File: src/rtl/key_packer.sv
// key_packer: collects a byte stream into a left-aligned key and hands it to the hash stage.
module key_packer #(
   parameter int MAX_BYTES = 52
) (
   input  logic                   clk,
   input  logic                   rst,
   input  logic [7:0]             i_byte,
   input  logic                   i_byte_valid,
   input  logic                   i_byte_last,
   output logic                   o_byte_ready,
   output logic [8*MAX_BYTES-1:0] o_data,
   output logic [31:0]            o_length,
   output logic                   o_start,
   input  logic                   i_stall_pipe,
   output logic                   o_overflow
);
   localparam int CW = $clog2(MAX_BYTES + 1);
   typedef enum logic [1:0] {IDLE, ACCUM, EMIT} state_t;
   state_t state, state_next;
   logic [CW-1:0] count;
   logic dropped, accept, full;
   assign o_byte_ready = state != EMIT;
   assign o_start      = state == EMIT;
   assign o_length     = o_start ? 32'(count) : 32'd0;
   assign accept       = i_byte_valid && o_byte_ready;
   assign full         = count == CW'(MAX_BYTES);
   always_ff @(posedge clk or posedge rst)
      if (rst) state <= IDLE;
      else     state <= state_next;
   always_comb begin
      state_next = state;
      state_next = (state == EMIT) ? (i_stall_pipe ? EMIT : IDLE)
                 : accept ? (i_byte_last ? EMIT : ACCUM) : state;
   end
   // dropped remembers an overflow already reported so the pulse fires once per key
   always_ff @(posedge clk or posedge rst) begin
      if (rst) begin
         o_data     <= '0;
         count      <= '0;
         dropped    <= 1'b0;
         o_overflow <= 1'b0;
      end else begin
         o_overflow <= 1'b0;
         if (state == EMIT) begin
            if (!i_stall_pipe) begin
               o_data  <= '0;
               count   <= '0;
               dropped <= 1'b0;
            end
         end else if (accept) begin
            if (full) begin
               o_overflow <= !dropped;
               dropped    <= 1'b1;
            end else begin
               o_data[8*(MAX_BYTES-1-int'(count)) +: 8] <= i_byte;
               count <= count + 1'b1;
            end
         end
      end
   end
endmodule

File: config.mk
export PLATFORM = sky130hd
export DESIGN_NAME = key_packer
export DESIGN_NICKNAME = d
export VERILOG_FILES = /design/src/rtl/key_packer.sv
export SDC_FILE = /design/constraint.sdc
export NUM_CORES = 1
export LEC_CHECK = 0
export CAP_MARGIN = 40
export CORE_MARGIN = 4
export CORE_UTILIZATION = 45
export DETAILED_ROUTE_END_ITERATION = 12
export HOLD_SLACK_MARGIN = 0.02
export PLACE_DENSITY = 0.77
export SETUP_SLACK_MARGIN = 0.5
export SLEW_MARGIN = 20
export SYNTH_ARGS = -nofsm -noshare
export SYNTH_HDL_FRONTEND = slang
export SYNTH_SLANG_ARGS = --single-unit
File: constraint.sdc
create_clock -name clk -period 13.9 [get_ports clk]
set_clock_uncertainty 0.1 [all_clocks]
set_input_delay 1.39 -clock clk [delete_from_list [all_inputs] [get_ports clk]]
set_output_delay 1.39 -clock clk [all_outputs]
set_load 0.005 [all_outputs]
==> results by group <==
Flow run
  • Max-Cap Viols: 0

STA
  • Slew Limit Fails: 0
  • Final setup TNS: 0 ns
  • Worst Tran Pin Value: a little over 1 ns
  • Fin. Hold Viols: 0
  • Final Setup Violations: 0
  • Rel. slew slack: between 30% and 40%
  • Period utilisation layout: a little over two fifths
  • Final Critical Period: between 5 and 6 ns
  • F_max: between 150 and 200 MHz
  • Fin Hold WS: roughly 0.34 ns
  • Setup ws final: roughly 8.0 ns
  • RSZ-0062 raised after global routing: false

Place
  • Post-DP HPWL: a little under 50000 µm
  • GP Congestion: ~0.95
  • Placed cells: 2671
  • Port Buffers: 437
  • Place WS: about 8.0 ns

Final layout
  • Nets: about 2200
  • Area Growth Syn to Fin: 34.4%
  • Post-Route Utilization: 61.3%
  • Layout Cells excl Fill: ~2800
  • Fillers: roughly 3300
  • Layout cells sized above 1: under 10%

Synthesis
  • Mapped cell area: ~19000 µm²
  • Share of flip-flops with an asynchronous set or reset: between 90% and 100%
  • Yosys cell types: 62
  • Number of synthesized flops with an enable pin: 0
  • Yosys warnings: 0
  • Cells after synthesis: about 1800
  • Syn_area_per_cell: approximately 10 µm²
  • Flops & latches, synth: 426
  • Sequential fraction of the synthesis area: roughly 57%
  • Ys flop type: dfrtp_1

Die
  • Die footprint: ~45000 µm²
  • Die width: ~210 µm
  • I/O pin count: roughly 460
  • Initial Util: between 40% and 50%
  • Core outline area: ~41000 µm²
  • Chip Height: about 210 µm
  • # rows: 74

Pwr
  • Pwr dens: between 150 and 200 nW/µm²
  • LEAKAGE: around 11 nW
  • VDD IR max: between 0.08 and 0.09 mV

Critical path
  • WP data required: around 14 ns
  • CP startpoint kind: register
  • Cell-by-cell trace of the critical path: inv_1, ha_1, nor4bb_1, and2_1, nand2_1, inv_1, ha_1, or4b_1, a21o_1, or4_1, buf_4, o41ai_2, o21ai_0
  • Worst EP arrival: between 6 and 7 ns
  • Critical path's largest stage delay: roughly 0.75 ns
  • Largest delay contributor family on the critical path: simple AND/OR/NAND/NOR gates
  • Nature of the critical path endpoint: register
  • Crit path max fanout: 19
  • Buf+Inv Stages, Crit Path: 3
  • Critical path class: reg2reg
  • Slowest stage cell, crit path: o41ai_2

Clock network
  • Root Buffer: clkbuf_16
  • Hold buffers post-CTS: 0
  • CTS tree: done
  • Setup repair bufs after CTS: 0
  • TritonCTS Buffers: 44
  • Clock sink total: approximately 430
  • CTS resizes: 0
  • Clk_lat worst skew: between 0.5 and 0.6 ns
  • Clock-pin slew on the worst setup and hold paths: about 0.060 ns
  • CTS max path bufs: 3
  • H-tree levels: 2

Global route
  • Grt ovf: 0
  • Largest net degree at the start of global routing: between 150 and 200
  • Global-route wire length before repair: just over 100000 µm
  • Initial antenna violation count: 3
  • Gr usage total: between 20 and 30%
  • Number of global-route vias before repair: ~16000

Detailed routing
  • Vias: approximately 17000
  • DRT antenna net count: 0
  • DR vias/cell: ~6.0
  • DRT Pass-1 Iters: 7
  • WL/cell: approximately 25 µm
  • Total wire length: between 60000 and 70000 µm
  • Number of remaining DRC errors: 0
  • Number of DRC markers in iteration 0: roughly 1700

Worst hold path
  • Hold Crit Class: reg2reg

Run status
  • Status: finished, final reports clean
layout make-up:
type	count	area (µm²)	area share (%)
diodes	1	2.50	0.00997
well taps	532	666	2.65
clock buffers	60	1260	5.03
repair buffers	492	4880	19.4
multi-input cells	1102	6970	27.8
flip-flops and latches	426	10700	42.5
inverters	132	503	2.00
clock inverters	14	165	0.658
cell usage in the layout (no fill, tap or decap), types with 32 or more instances in the layout:
cell               n
clkdlybuf4s50_1  437
o2bb2ai_1         40
clkbuf_16         45
nand4_1           43
nand2_1          328
o21ai_0           32
mux2i_1           88
inv_1            130
o22ai_1          249
dfrtp_1          426
nand3_1           60
worst paths after layout:
kind,start,endpoint,slack (ns),depth (start not counted)
worst max-delay path,count[2],o_data[236],7.97,13
worst min-delay path,dropped,o_overflow,0.34,1
worst max register to register,count[2],o_data[236],7.97,13
worst min register to register,dropped,o_overflow,0.34,1
max in group asynchronous,rst,o_data[233],10.65,6
min in group asynchronous,rst,o_data[307],1.25,2
sequential cells by signal (all words and copies together) (netlist names):
| signal | count |
|---|---|
| o_overflow | 1 |
| o_data | 416 |
| state | 2 |
| dropped | 1 |
| count | 6 |
through the flow:
| step | power [mW] | instance area (µm²) |
|---|---|---|
| after floorplan | 2.11 | 18800 |
| after global placement | 2.55 | 23400 |
| after detailed placement | 2.60 | 23500 |
| after CTS | 3.78 | 25000 |
| after global routing | 3.96 | 25100 |
| final | 3.82 | 25100 |
cell families (layout without fill, tap and decap cells):
logic type                 after synthesis  after routing  synth area share (%)
and+or+nand+nor                        563            563                  15.5
DFF                                    426            426                  57.1
AOI/OAI and AO/OA                      400            400                  14.7
buffers and inverters                  281            698                  6.60
muxes                                   88             88                  4.71
adders and majority gates               14             14                 0.937
xor gates and xnor gates                11             11                 0.516
other                                    1             27                0.0201
power breakdown:
| group | total, mW | internal (mW) | switching, mW |
|---|---|---|---|
| Sequential | 1.40 | 1.32 | 0.0723 |
| Clock | 1.19 | 0.690 | 0.499 |
| Combinational | 1.24 | 0.388 | 0.848 |
| Total | 3.82 | 2.40 | 1.42 |
cell usage after synthesis, types with 4 or more instances:
cell type / number / share of area, %
or4_1: 6 / 0.24
clkbuf_1: 92 / 1.8
buf_4: 31 / 1.2
o2bb2ai_1: 40 / 1.9
nor2_1: 28 / 0.56
nand4_1: 43 / 1.4
nand3_1: 60 / 1.6
nand2_1: 328 / 6.6
ha_1: 14 / 0.94
and2_1: 4 / 0.13
nand2b_1: 7 / 0.23
xnor2_1: 7 / 0.33
a21oi_1: 6 / 0.16
a22o_1: 16 / 0.75
nor4_4: 16 / 1.8
and3_1: 5 / 0.17
nor3_1: 22 / 0.59
o31ai_1: 6 / 0.24
o21ai_0: 32 / 0.86
buf_6: 5 / 0.30
mux2i_1: 88 / 4.7
nor4_2: 4 / 0.27
o22ai_1: 249 / 8.3
nand4b_1: 4 / 0.19
nand4_2: 6 / 0.40
inv_1: 131 / 2.6
a31oi_1: 4 / 0.13
o41ai_2: 7 / 0.61
dfrtp_1: 426 / 57
xor2_1: 4 / 0.19
a211oi_1: 24 / 0.96
nor4_1: 5 / 0.17
buf_2: 18 / 0.48
routing by layer:
metal	wire length, µm	track usage, %	up-vias
met5	13	0	-
met4	3200	12.5	2
met3	6070	6.56	192
met2	33100	47.9	953
met1	26300	38.7	8224
li1	-	-	7166
Power figures use the tool's default switching activity.
